**config.mk**
```make
export PLATFORM = sky130hd
export DESIGN_NAME = muldiv_unit
export DESIGN_NICKNAME = d
export VERILOG_FILES = /design/src/rtl/muldiv_unit.sv
export SDC_FILE = /design/constraint.sdc
export NUM_CORES = 1
export LEC_CHECK = 0
export CAP_MARGIN = 20
export CELL_PAD_IN_SITES_DETAIL_PLACEMENT = 0
export CELL_PAD_IN_SITES_GLOBAL_PLACEMENT = 1
export CORE_UTILIZATION = 45
export DETAILED_ROUTE_END_ITERATION = 16
export GPL_TIMING_DRIVEN = 0
export HOLD_SLACK_MARGIN = 0.12
export PLACE_DENSITY_LB_ADDON = 0.1
export SLEW_MARGIN = 20
export SYNTH_ARGS = -nofsm -noshare
export SYNTH_HDL_FRONTEND = slang
export SYNTH_SLANG_ARGS = --single-unit
```
**constraint.sdc**
```tcl
create_clock -name clk -period 4.3 [get_ports clk]
set_input_delay 1.29 -clock clk [delete_from_list [all_inputs] [get_ports clk]]
set_output_delay 1.29 -clock clk [all_outputs]
set_load 0.1 [all_outputs]
```
**src/rtl/muldiv_unit.sv**
```systemverilog
// -----------------------------------------------------------------------------
// muldiv_unit
// Iterative RV32M multiply/divide execution unit. A single 2*XLEN-bit
// accumulator is shared by a shift-add multiplier and a restoring divider;
// each operation takes XLEN iterations plus a sign-fix cycle and a done cycle.
// Divide-by-zero and signed overflow skip the iteration and finish at once.
//
// Ports:
//   clk, rst_n   - clock (rising edge), asynchronous active-low reset
//   start        - issue request, sampled only while idle
//   funct3       - RV32M operation select (MUL..REMU)
//   rs1_data     - operand A (multiplicand / dividend)
//   rs2_data     - operand B (multiplier / divisor)
//   rd_addr_in   - destination register of the issued op
//   busy         - high whenever an op is in flight (state != IDLE)
//   done         - one-cycle completion pulse
//   rd_addr      - latched destination register
//   rd_wren      - register-file write enable (done and rd_addr != 0)
//   rd_data      - result, held until the next completion
// -----------------------------------------------------------------------------
module muldiv_unit #(
    parameter int XLEN = 32
) (
    input  logic            clk,
    input  logic            rst_n,
    input  logic            start,
    input  logic [2:0]      funct3,
    input  logic [XLEN-1:0] rs1_data,
    input  logic [XLEN-1:0] rs2_data,
    input  logic [4:0]      rd_addr_in,
    output logic            busy,
    output logic            done,
    output logic [4:0]      rd_addr,
    output logic            rd_wren,
    output logic [XLEN-1:0] rd_data
);

    localparam int CW = $clog2(XLEN);
    localparam logic [XLEN-1:0] MIN_INT = {1'b1, {(XLEN-1){1'b0}}};

    typedef enum logic [1:0] {IDLE, CALC, FIX, DONE} state_t;

    state_t              state_q, state_d;
    logic [CW-1:0]       cnt_q;
    logic [2:0]          op_q;
    logic [XLEN-1:0]     a_q, b_q;
    logic [2*XLEN-1:0]   acc_q;
    logic                sign_q;     // negate product / quotient
    logic                sign_r;     // negate remainder (sign of rs1)

    // ---------------- issue-time decode (from input ports) ----------------
    logic            is_div, a_signed, b_signed, a_neg, b_neg;
    logic            div_zero, div_ovf, special;
    logic [XLEN-1:0] a_mag, b_mag, special_res;

    always_comb begin
        is_div   = funct3[2];
        // Mul: MUL/MULH signed x signed, MULHSU signed x unsigned, MULHU unsigned.
        // Div: even funct3 (DIV/REM) signed, odd (DIVU/REMU) unsigned.
        a_signed = is_div ? ~funct3[0] : (funct3 != 3'b011);
        b_signed = is_div ? ~funct3[0] : ~funct3[1];
        a_neg    = a_signed & rs1_data[XLEN-1];
        b_neg    = b_signed & rs2_data[XLEN-1];
        a_mag    = a_neg ? -rs1_data : rs1_data;
        b_mag    = b_neg ? -rs2_data : rs2_data;
        div_zero = is_div && (rs2_data == '0);
        div_ovf  = is_div && !funct3[0] && (rs1_data == MIN_INT) && (rs2_data == '1);
        special  = div_zero || div_ovf;
        // funct3[1] distinguishes REM/REMU from DIV/DIVU.
        if (div_zero) special_res = funct3[1] ? rs1_data : '1;
        else          special_res = funct3[1] ? '0 : MIN_INT;
    end

    // ---------------- one iteration of the shared datapath ----------------
    logic [XLEN:0]     mul_sum, div_shift, div_diff;
    logic [2*XLEN-1:0] acc_next;

    always_comb begin
        // Shift-add: add multiplicand to the high half when the current
        // multiplier bit (acc LSB) is set, then shift the 65-bit sum right.
        mul_sum   = {1'b0, acc_q[2*XLEN-1:XLEN]} + (acc_q[0] ? {1'b0, a_q} : '0);
        // Restoring division: bring in the next dividend bit, trial-subtract.
        div_shift = {acc_q[2*XLEN-1:XLEN], acc_q[XLEN-1]};
        div_diff  = div_shift - {1'b0, b_q};
        if (!op_q[2])
            acc_next = {mul_sum, acc_q[XLEN-1:1]};
        else if (div_diff[XLEN])   // borrow: restore
            acc_next = {div_shift[XLEN-1:0], acc_q[XLEN-2:0], 1'b0};
        else
            acc_next = {div_diff[XLEN-1:0], acc_q[XLEN-2:0], 1'b1};
    end

    // ---------------- sign fix and result select ----------------
    logic [2*XLEN-1:0] prod_fix;
    logic [XLEN-1:0]   quo_fix, rem_fix, fix_res;

    always_comb begin
        prod_fix = sign_q ? -acc_q : acc_q;
        quo_fix  = sign_q ? -acc_q[XLEN-1:0] : acc_q[XLEN-1:0];
        rem_fix  = sign_r ? -acc_q[2*XLEN-1:XLEN] : acc_q[2*XLEN-1:XLEN];
        unique case (op_q)
            3'b000:                 fix_res = prod_fix[XLEN-1:0];
            3'b001, 3'b010, 3'b011: fix_res = prod_fix[2*XLEN-1:XLEN];
            3'b100, 3'b101:         fix_res = quo_fix;
            default:                fix_res = rem_fix;
        endcase
    end

    // ---------------- FSM: state register ----------------
    // NOTE: sequential state is updated with non-blocking assignments so every
    // flop samples pre-edge values regardless of process evaluation order.
    always_ff @(posedge clk or negedge rst_n) begin
        if (!rst_n) state_q <= IDLE;
        else        state_q <= state_d;
    end

    // ---------------- FSM: next-state logic ----------------
    always_comb begin
        // NOTE: default first so every path assigns state_d and no latch is inferred.
        state_d = state_q;
        unique case (state_q)
            IDLE: if (start) state_d = special ? DONE : CALC;
            CALC: if (cnt_q == CW'(XLEN-1)) state_d = FIX;
            FIX:  state_d = DONE;
            DONE: state_d = IDLE;
            default: state_d = IDLE;
        endcase
    end

    // ---------------- FSM: outputs (decoded from registers only) ----------------
    always_comb begin
        busy    = (state_q != IDLE);
        done    = (state_q == DONE);
        rd_wren = done && (rd_addr != '0);
    end

    // ---------------- datapath registers ----------------
    always_ff @(posedge clk or negedge rst_n) begin
        if (!rst_n) begin
            cnt_q   <= '0;
            op_q    <= '0;
            a_q     <= '0;
            b_q     <= '0;
            acc_q   <= '0;
            sign_q  <= 1'b0;
            sign_r  <= 1'b0;
            rd_addr <= '0;
            rd_data <= '0;
        end else begin
            unique case (state_q)
                IDLE: if (start) begin
                    op_q    <= funct3;
                    a_q     <= a_mag;
                    b_q     <= b_mag;
                    // Low half seeds the multiplier (mul) or dividend (div).
                    acc_q   <= {{XLEN{1'b0}}, is_div ? a_mag : b_mag};
                    sign_q  <= a_neg ^ b_neg;
                    sign_r  <= a_neg;
                    cnt_q   <= '0;
                    rd_addr <= rd_addr_in;
                    if (special) rd_data <= special_res;
                end
                CALC: begin
                    acc_q <= acc_next;
                    cnt_q <= cnt_q + 1'b1;
                end
                FIX:  rd_data <= fix_res;
                default: ;
            endcase
        end
    end

endmodule
```
==> flow_summary.yaml <==
run_status:
  status: "finished clean"
route:
  drt-met1-wl_mm: 30.2
  wl_met3_mm: 6.13
  firstDrtPassIters: 6
  drtAntennaViolNets: 0
  drt_iter0_markers: 2084
  wl_per_cell_um: 26.2
  routed_wl_mm: 69.0
  vias: 17000
  vias_per_cell: 6.46
  drc: 0
  route.met2.wl_mm: 29.8
  top_layer: "met4"
timing:
  maxSlewHeadroom: 0.231
  fmax_mhz: 238
  worst_pin_slew_ns: 1.15
  holdWs_ns: 0.477
  period_minus_slack_ns: 4.21
  setup_violations: 0
  drv_slew: 0
  setup_tns_ns: 0
  hold_violations: 0
  worst_slack_ns: 0.0912
  skew_ns: 0.0175
  finalCritPeriodShare: 0.979
power_and_ir_drop:
  power.total_mw: 15.1
  p_sw_frac: 0.562
  p_per_area_mw_per_mm2: 813
  p_comb_frac: 0.683
  ir_drop_uv: 789
  p_clk_frac: 0.113
  pwr-share-seq: 0.204
  p_leak_nw: 7.71
  p_sw_mw: 8.49
  cellInternalPower_mw: 6.62
synth:
  avgSynthCellArea_um2: 7.85
  synthAdderAreaFrac: 0.0616
  yosysTopAreaCellShare: 0.279
  synth_area_mm2: 0.0159
  synth_compound_area_frac: 0.261
  synth_top_area_cell: "dfrtp_1"
  synth_commonest_cells: "190 x a21oi_1, 184 x nand2_1, 177 x dfrtp_1, 177 x o21ai_0, 171 x nor2_1"
  async_flop_share: 1.00
  yosys.area_share.simple: 0.194
  ys_types: 81
  synthTopCellsByArea: "dfrtp_1 28%, a21oi_1 6.0%, ha_1 5.9%, xor2_1 5.7%, o21ai_0 5.6%"
  yosysMostFrequentCell: "a21oi_1"
  synthXorXnorAreaFrac: 0.104
  ys_seq_area_frac: 0.279
  syn_inst: 2025
  synthMuxAreaShare: 0.0494
  synth_top_family_by_area: "compound AO/OA/AOI/OAI gates"
  ys_ff_latch: 177
  syn_nets: 2177
  synth_ff_type: "dfrtp_1"
  synth-edff-count: 0
  synth_warnings: 0
worst_setup_path:
  startpoint_type: "register"
  crit_top_cell: "buf_4"
  cp.required_ns: 4.68
  worstPathArrival_ns: 4.58
  reg2reg_to: "acc_q[58]"
  r2r_slack_ns: 0.09
  endpoint_kind: "register"
  cp_slowest_cell: "dfrtp_2"
  critical_path.max_stage_delay_ns: 0.50
  startpoint: "acc_q[31]"
  r2r_start: "acc_q[31]"
  crit_chain: "inv_1 > ha_1 > fa_1 > nand2b_1 > a21oi_1 > o221a_2 > or3_1 > nand3_1 > o211ai_1 > buf_4 > xor2_2 > buf_4 > nand2_1 > o221ai_1"
  critPathKind: "register to register"
  reg2regPathDepth: 14
  crit_fanout: 10
  crit_end: "acc_q[58]"
die:
  dieArea_mm2: 0.0361
  die_x_um: 190
  die_h_um: 190
  row_count: 68
  start_util: 0.459
  core_mm2: 0.0346
  io_pins: 115
global_routing:
  antenna_found_initial: 0
  grt-ovfl-total: 0
  grt_pass1_wl_mm: 102
  grt_usage: 0.383
  grt_pass1_vias: 15800
  grt_max_degree: 90
clock_network:
  clkTransAtPathRegs_ns: 0.08
  cts_tree: "built"
  postCtsHoldBufs: 0
  cts_sinks: 177
  cts_buffers: 17
  h-tree-depth: 4
  cts_buffer_depth: 2
  clk-insertion-delay-late_ns: 0.48
  cts-root-buf: "clkbuf_16"
run:
  cap_violations: 0
place:
  hpwlAfterDp_mm: 54.5
  io_buffers: 113
  gp_congestion: 0.999
  dp_slack_ns: -1.08
final_layout:
  drive_above_1_share: 0.0670
  syn2layout_area_growth_pct: 16.9
  final_nets: 2318
  final_util: 0.537
hold_path:
  hp-class: "register to register"
-- flip-flops by register name (all words and copies together), names as in the netlist --
| name | flops |
|---|---|
| rd_addr | 5 |
| cnt_q | 5 |
| sign_r | 1 |
| a_q | 32 |
| acc_q | 64 |
| b_q | 32 |
| sign_q | 1 |
| rd_data | 32 |
| state_q | 2 |
| op_q | 3 |
-- layout make-up --
cell class | count | area, um2
fill | 3420 | 16000
multi-input combinational | 1636 | 10900
sequential | 177 | 4430
timing repair buffer | 123 | 1270
buffer | 139 | 577
tap | 455 | 569
clock buffer | 19 | 443
inverter | 72 | 270
clock inverter | 12 | 156
antenna | 1 | 2.50
-- worst min-delay path by stage --
stage / start / end / cells past startpoint
floorplan: a_q[0] / a_q[0] / 2
global placement: a_q[14] / a_q[14] / 2
detailed placement: a_q[3] / a_q[3] / 2
CTS: a_q[3] / a_q[3] / 2
global route: rd_data[8] / rd_data[8] / 2
finish: a_q[24] / a_q[24] / 2
-- power by group through the flow --
stage	Clock (mW)	Combinational (mW)	Sequential [mW]
floorplan	0	5.81	4.09
global placement	0	9.88	3.05
detailed placement	0	9.97	3.07
CTS	1.70	10.1	3.04
global route	1.77	11.0	3.15
finish	1.71	10.3	3.08
-- placed cells by master, fill, tap and decap left out, drive strengths merged, types with 26 or more instances in the layout --
cell	netlist	layout
nand2	185	185
a21oi	190	190
xor2	104	104
o21ai	185	185
buf	21	31
and2	40	40
o221ai	26	26
nor3	35	35
a21o	27	27
o31ai	33	33
xnor2	84	84
inv	71	73
mux2i	38	38
mux2	36	36
nand3	36	36
dfrtp	177	177
ha	75	75
clkdlybuf4s50	0	106
nor2	171	171
clkbuf	119	138
-- cell families after synthesis --
family / count (synthesis)
compound gates: 664
simple gates: 633
buf+inv: 212
xor+xnor: 188
flops: 177
fa+ha+maj: 77
mux: 74
-- repair_timing --
| action | CTS | global route |
|---|---|---|
| buffers inserted | 3 | 4 |
| endpoints found under the setup margin | 75 | 52 |
| cloned | 1 | 0 |
| gates resized for setup | 35 | 26 |
| pin swaps | 2 | 3 |
-- metal layers --
metal  vias to the layer above  track usage
li1                       7649            -
met1                      8372        0.543
met2                       877        0.568
met3                       111       0.0705
met4                         0        0.164
met5                         -            0
-- metrics by stage --
stage	cells	instance area, um2
5_1_grt	2633	18600
2_1_floorplan	2025	15900
6_report	2634	18600
3_5_place_dp	2595	17700
4_1_cts	2630	18400
3_3_place_gp	2593	17600
-- critical path: cells and delay by family (launching register included) --
family,cells,cell delay (ns)
AO/OA/AOI/OAI,4,1.13
XOR/XNOR,1,0.25
adder cells (fa/ha/maj),2,0.70
buffers and inverters,3,0.58
flip-flops,1,0.50
AND/OR/NAND/NOR,4,0.92
(Power assumes the default switching activity.)
